===== src/rtl/regs_ctrl_pkg.sv =====
// Shared constants for the register-transfer controller: opcodes, FSM states
// and bus source codes.
package regs_ctrl_pkg;

  typedef enum logic [1:0] {
    IDLE = 2'd0,
    T1   = 2'd1,
    T2   = 2'd2,
    T3   = 2'd3
  } state_t;

  localparam logic [1:0] OP_MV  = 2'b00;
  localparam logic [1:0] OP_MVI = 2'b01;
  localparam logic [1:0] OP_ADD = 2'b10;
  localparam logic [1:0] OP_SUB = 2'b11;

  localparam logic [1:0] BUS_REG = 2'b00;
  localparam logic [1:0] BUS_IMM = 2'b01;
  localparam logic [1:0] BUS_G   = 2'b10;

endpackage


===== src/rtl/regs_ctrl_idx_to_onehot.sv =====
// Register index to one-hot select; indices outside 0..SIZE-1 select nothing.
module idx_to_onehot #(
  parameter int SIZE = 8,
  parameter int IDX  = $clog2(SIZE)
) (
  input  logic [IDX-1:0]  idx,
  input  logic            en,
  output logic [SIZE-1:0] onehot
);

  always_comb begin
    onehot = '0;
    for (int i = 0; i < SIZE; i++) begin
      if (en && (32'(idx) == i)) onehot[i] = 1'b1;
    end
  end

endmodule


===== src/rtl/regs_ctrl.sv =====
// Multi-cycle control unit sequencing MV/MVI/ADD/SUB over a register file,
// an A/G ALU pair and a shared bus.
module regs_ctrl
  import regs_ctrl_pkg::*;
#(
  parameter int  SIZE = 8,
  localparam int IDX  = $clog2(SIZE),
  localparam int IW   = 2 + 2 * IDX
) (
  input  logic            clk,
  input  logic            reset,
  input  logic            start,
  input  logic [IW-1:0]   instr,
  output logic            busy,
  output logic            done,
  output logic [SIZE-1:0] sel_r,
  output logic [SIZE-1:0] sel_r2,
  output logic [SIZE-1:0] sel_w,
  output logic            wr_en,
  output logic [1:0]      bus_sel,
  output logic            load_a,
  output logic            load_g,
  output logic            alu_sub,
  output logic [7:0]      retired,
  output state_t          state
);

  // Handshake: start/instr are accepted on a rising edge only while busy=0;
  // busy stays high until the cycle after done, so start is ignored meanwhile.

  state_t         state_next;
  logic [IW-1:0]  ir;
  logic [1:0]     op;
  logic [IDX-1:0] rx;
  logic [IDX-1:0] ry;
  logic [IDX-1:0] r_idx;
  logic           r_en;
  logic           r2_en;

  assign op   = ir[IW-1:IW-2];
  assign rx   = ir[2*IDX-1:IDX];
  assign ry   = ir[IDX-1:0];
  assign busy = (state != IDLE);

  always_ff @(posedge clk or posedge reset) begin
    if (reset) begin
      state   <= IDLE;
      ir      <= '0;
      retired <= '0;
    end else begin
      state <= state_next;
      if (state == IDLE && start) ir <= instr;
      if (done) retired <= retired + 8'd1;
    end
  end

  // Outputs depend only on state and IR, so reset clears them immediately.
  always_comb begin
    state_next = state;
    r_idx      = ry;
    r_en       = 1'b0;
    r2_en      = 1'b0;
    wr_en      = 1'b0;
    done       = 1'b0;
    bus_sel    = BUS_REG;
    load_a     = 1'b0;
    load_g     = 1'b0;
    alu_sub    = 1'b0;
    case (state)
      IDLE: begin
        if (start) state_next = T1;
      end
      T1: begin
        case (op)
          OP_MV: begin
            r_idx      = ry;
            r_en       = 1'b1;
            bus_sel    = BUS_REG;
            wr_en      = 1'b1;
            done       = 1'b1;
            state_next = IDLE;
          end
          OP_MVI: begin
            bus_sel    = BUS_IMM;
            wr_en      = 1'b1;
            done       = 1'b1;
            state_next = IDLE;
          end
          default: begin
            r_idx      = rx;
            r_en       = 1'b1;
            bus_sel    = BUS_REG;
            load_a     = 1'b1;
            state_next = T2;
          end
        endcase
      end
      T2: begin
        r2_en      = 1'b1;
        load_g     = 1'b1;
        alu_sub    = (op == OP_SUB);
        state_next = T3;
      end
      T3: begin
        bus_sel    = BUS_G;
        wr_en      = 1'b1;
        done       = 1'b1;
        state_next = IDLE;
      end
      default: state_next = IDLE;
    endcase
  end

  idx_to_onehot #(.SIZE(SIZE)) u_dec_r (
    .idx    (r_idx),
    .en     (r_en),
    .onehot (sel_r)
  );

  idx_to_onehot #(.SIZE(SIZE)) u_dec_r2 (
    .idx    (ry),
    .en     (r2_en),
    .onehot (sel_r2)
  );

  // Write select follows wr_en so sel_w is zero whenever nothing is written.
  idx_to_onehot #(.SIZE(SIZE)) u_dec_w (
    .idx    (rx),
    .en     (wr_en),
    .onehot (sel_w)
  );

endmodule

===== config.mk =====
export PLATFORM = sky130hd
export DESIGN_NAME = regs_ctrl
export DESIGN_NICKNAME = d
export VERILOG_FILES = /design/src/rtl/regs_ctrl_pkg.sv /design/src/rtl/regs_ctrl_idx_to_onehot.sv /design/src/rtl/regs_ctrl.sv
export SDC_FILE = /design/constraint.sdc
export NUM_CORES = 1
export LEC_CHECK = 0
export ABC_CLOCK_PERIOD_IN_PS = 2100
export CAP_MARGIN = 20
export CORE_MARGIN = 4
export CORE_UTILIZATION = 42
export CTS_CLUSTER_SIZE = 30
export DETAILED_ROUTE_END_ITERATION = 10
export GPL_ROUTABILITY_DRIVEN = 0
export PLACE_DENSITY_LB_ADDON = 0.08
export SLEW_MARGIN = 25
export SYNTH_ARGS = -nofsm -noshare
export SYNTH_HDL_FRONTEND = slang
export SYNTH_SLANG_ARGS = --single-unit

===== constraint.sdc =====
create_clock -name clk -period 2.1 [get_ports clk]
set_input_delay 0.42 -clock clk [delete_from_list [all_inputs] [get_ports clk]]
set_output_delay 0.42 -clock clk [all_outputs]
set_load 0.01 [all_outputs]

# Word-level counts from Yosys, hierarchy flattened
# Cells that the tools add are included.
dict set report totals {
  inputBits 11
  output_inout_bits 42
  word_cells 102
  register_bits 18
}
dict set report op_classes {
  reduce_logical 32
  add_sub_neg 1
  mux 39
  eq_ne 27
}
# cell n
set ops {}
lappend ops {{$eq A3 B3 Y1 const B} 12}
lappend ops {{$mux W1} 32}
lappend ops {{$logic_and A1 B1 Y1} 25}
lappend ops {{$eq A3 B2 Y1 const B} 6}
lappend ops {{$eq A3 B1 Y1 const B} 3}
lappend ops {{$logic_not A3 Y1} 3}
lappend ops {{$add A8 B1 Y8 const B} 1}
lappend ops {{$pmux W2 S4} 1}
lappend ops {{$eq A2 B2 Y1 const B} 3}
lappend ops {{$mux W3} 2}
lappend ops {{$eq A2 B1 Y1 const B} 2}
lappend ops {{$logic_not A2 Y1} 2}
lappend ops {{$mux W2} 2}
lappend ops {{$pmux W2 S2} 1}
lappend ops {{$ne A2 B2 Y1 const B} 1}
lappend ops {{$pmux W1 S2} 1}
lappend ops {{$reduce_bool A2 Y1} 1}
lappend ops {{$reduce_or A2 Y1} 1}

# Longest topological paths before layout
dict set report depth {
  word_depth 7
  ltp_mapped 6
  ltp_nobuf 5
}

# Cells and area by module
# Synthesis repeated with hierarchy kept, for this count alone.
dict set report hier_totals {
  cells_unflattened 88
  area_unflattened_um2 1131.1
}
# mod n_inst area_per_inst_um2 cells_per_inst seq_area_each_um2
set by_module_without_submodules {}
lappend by_module_without_submodules {regs_ctrl 1 842.1 64 450.4}
lappend by_module_without_submodules {idx_to_onehot 3 96.3 8 0.0}

# Worst setup path before layout
# No wires, ideal clock.
dict set report synth_path {
  kind {register to output}
  startpoint {register with a tool-made name}
  endpoint {output sel_w[4]}
  arrival_time_ns 1.217
  n_path_buf 0
  path_stages_with_launch 6
  required_time_ns 1.680
  setup_slack_ns 0.463
  cell_sequence {dfrtp_1 nand2b_2 nand2_4 inv_2 nand2_1 nor3_1}
}
# element line_no
set synth_lines {}
lappend synth_lines {{end, declared} regs_ctrl.sv:18} ;# output logic [SIZE-1:0] sel_w,

==> flow_summary.toml <==
[run_status]
outcome = "completed"

[synth]
yosysTopAreaCell = "dfrtp_1"
async_reset_ff_share_pct = 100
ys_types = 33
synth-edff-count = 0
syn_area_per_cell_um2 = 8.67
yosysTopAreaCellShare_pct = 43.0
synth_nets = 133
ys_seq_area_share_pct = 43.0
syn_inst = 121
synth_warnings = 0
synthFlopType = "dfrtp_1"
synthTopCellsByArea = "dfrtp_1 (43%), nor2_1 (8.2%), mux2_2 (6.4%), nand2_1 (5.7%), xnor2_1 (4.2%)"
synth_area_mm2 = 0.00105
ys_seq_elements = 18

[finish]
areaGrowthSynthToFinish_pct = 61.7
num-nets-final = 195
post-route-util_pct = 73.8
nFillCells = 184
multi_input_area_um2 = 589
drive_gt1_share_pct = 22.5
antenna_cells = 0
seq_area_um2 = 455

[floorplan]
die-area_mm2 = 0.00336
io_pins = 53
initial_utilization_pct = 45.6
core_mm2 = 0.00230
rows = 17
die_x_um = 58.0
fp.dieH_um = 58.0

[clock_tree]
clk_latency_ns = 0.30
ctsHtreeMaxLevel = 1
hold_buffers = 0
cts_tree = "done"
clockRootBuffer = "clkbuf_4"
cts_sinks = 18
path_clk_slew_ns = 0.11
cts_made_buffers = 3
cts_buffer_depth = 2

[critical_path]
required_ns = 1.68
cp_cell_sequence = "nand2b_2 -> nand2_4 -> inv_2 -> buf_4 -> dlygate4sd2_1"
reg2reg_depth = 4
cp.depth = 5
start_kind = "flop"
crit_slowest_cell = "dfrtp_1"
arrival_ns = 1.58
r2r_slack_ns = 0.58
r2r_end = "ir[2]"
crit_path_end_kind = "output port"
path_class = "flop to output port"
critPathTopFamily = "buffers and inverters"
max_stage_delay_ns = 0.44
critical_path.endpoint = "wr_en"
crit_path_max_fanout = 8
critPathBufInv = 3

[timing]
clock_skew_ns = 0.00430
hold_viol = 0
period_needed_ns = 2.00
maxSlewHeadroom_pct = 54.4
timing.hold.ws_ns = 0.474
rsz0062_at_grt = "yes"
slew_viol_final = 0
tightest_slew_ns = 0.683
fin_crit_sh_pct = 95.4
finalSetupViolations = 0
max_freq_ghz = 0.499

[placement]
hpwl_um = 2190
port_buffers = 52

[hold_path]
min_delay_path_depth = 1
hold_class = "flop to flop"

[power_and_ir_drop]
power_density_mw_per_mm2 = 1420
cellLeakagePower_nw = 0.847
ir_worst_vdd_v = 0.00106

[routing]
first_pass_iters = 4
wl_per_cell_um = 14.0
avgViaCountPerCell = 5.13
wl_um = 2930
drc_errors = 0
postRouteAntennaNets = 0
vias = 1078
drt_iter0_markers = 29

[global_route]
grt_max_degree = 19
grt_overflow = 0
grt_pass1_vias = 1054
antenna_found_initial = 0
track_usage_pct = 18.2
grt_pass1_wl_um = 4840

[job]
cap_violations = 0
## report_power, final
group	internal, mW	total, mW	switching (mW)
Combinational	0.746	1.42	0.677
Clock	0.106	0.217	0.111
Sequential	0.507	0.762	0.255
Total	1.36	2.40	1.04
## registers in the layout, summed over array words and instances, names as in the netlist, named ones only
name     cells
retired      8
ir           8
state        1
## cell type report
class / count / share of cell area, %
inverter: 5 / 1.11
clock buffer: 4 / 2.14
sequential: 18 / 26.9
timing repair buffer: 62 / 33.1
tap: 28 / 2.07
multi-input combinational: 93 / 34.8
## synth_stat cells, types with 2 or more instances
library cell,instances
dfrtp_1,18
inv_1,4
and2_1,3
nor2b_1,2
nand2b_1,4
a31oi_1,3
xnor2_1,5
mux2_2,6
nor3_1,8
nand4_1,3
clkbuf_1,2
o21ai_0,3
nand2_1,16
nor2_1,23
xor2_1,2
nand3_1,2
## worst min-delay path by stage
stage               start          to
4_1_cts        retired[7]  retired[7]
2_1_floorplan       reset   async pin
3_3_place_gp   retired[7]  retired[7]
3_5_place_dp   retired[7]  retired[7]
6_report       retired[7]  retired[7]
5_1_grt        retired[7]  retired[7]
## per-stage QoR
| stage | instance area (µm²) | instances | setup WS [ns] | TNS (ns) | power (mW) |
|---|---|---|---|---|---|
| floorplan | 1050 | 121 | 0.463 | 0 | 1.45 |
| global placement | 1590 | 198 | 0.0976 | 0 | 2.02 |
| detailed placement | 1590 | 198 | 0.0698 | 0 | 2.05 |
| CTS | 1650 | 207 | -0.133 | -0.133 | 2.30 |
| global route | 1700 | 210 | -0.00598 | -0.00635 | 2.60 |
| finish | 1700 | 210 | 0.0976 | 0 | 2.40 |
## timing repair
item	4_1_cts	5_1_grt
endpoints found under the setup margin	29	14
gates cloned	0	0
setup buffers	5	3
gates resized for setup	34	22
pin swaps	1	2
## placed cells by master (no fill, tap or decap), types with 2 or more instances in the layout
cell and instances:
dlymetal6s2s_1 2, clkbuf_4 3, mux2_2 6, nand2_1 15, buf_4 8, o21ai_0 2
xnor2_1 5, xor2_1 2, nand2b_1 4, nor3_1 7, clkbuf_2 5, dfrtp_2 4
a31oi_1 3, nand4_1 3, clkdlybuf4s50_1 22, dfrtp_1 14, and2_1 3, dlygate4sd2_1 24
inv_1 4, nor2_1 22, nand3_1 2
## metal layers
| metal | GRT usage (%) | vias to the layer above | wire length [µm] |
|---|---|---|---|
| li1 | - | 523 | - |
| met1 | 21.3 | 507 | 1170 |
| met2 | 34.2 | 45 | 1530 |
| met3 | 3.34 | 3 | 201 |
| met4 | 3.97 | 0 | 27 |
| met5 | 0 | - | 0 |
## cell families after synthesis
group | after synthesis | share of synthesized area (%)
AOI/OAI and AO/OA | 8 | 4.53
adders and majority gates | 1 | 1.19
xor gates and xnor gates | 7 | 5.85
muxes | 6 | 6.44
buffers and inverters | 10 | 4.18
DFF | 18 | 43.0
and+or+nand+nor | 71 | 34.8
Power figures use the tool's default switching activity.
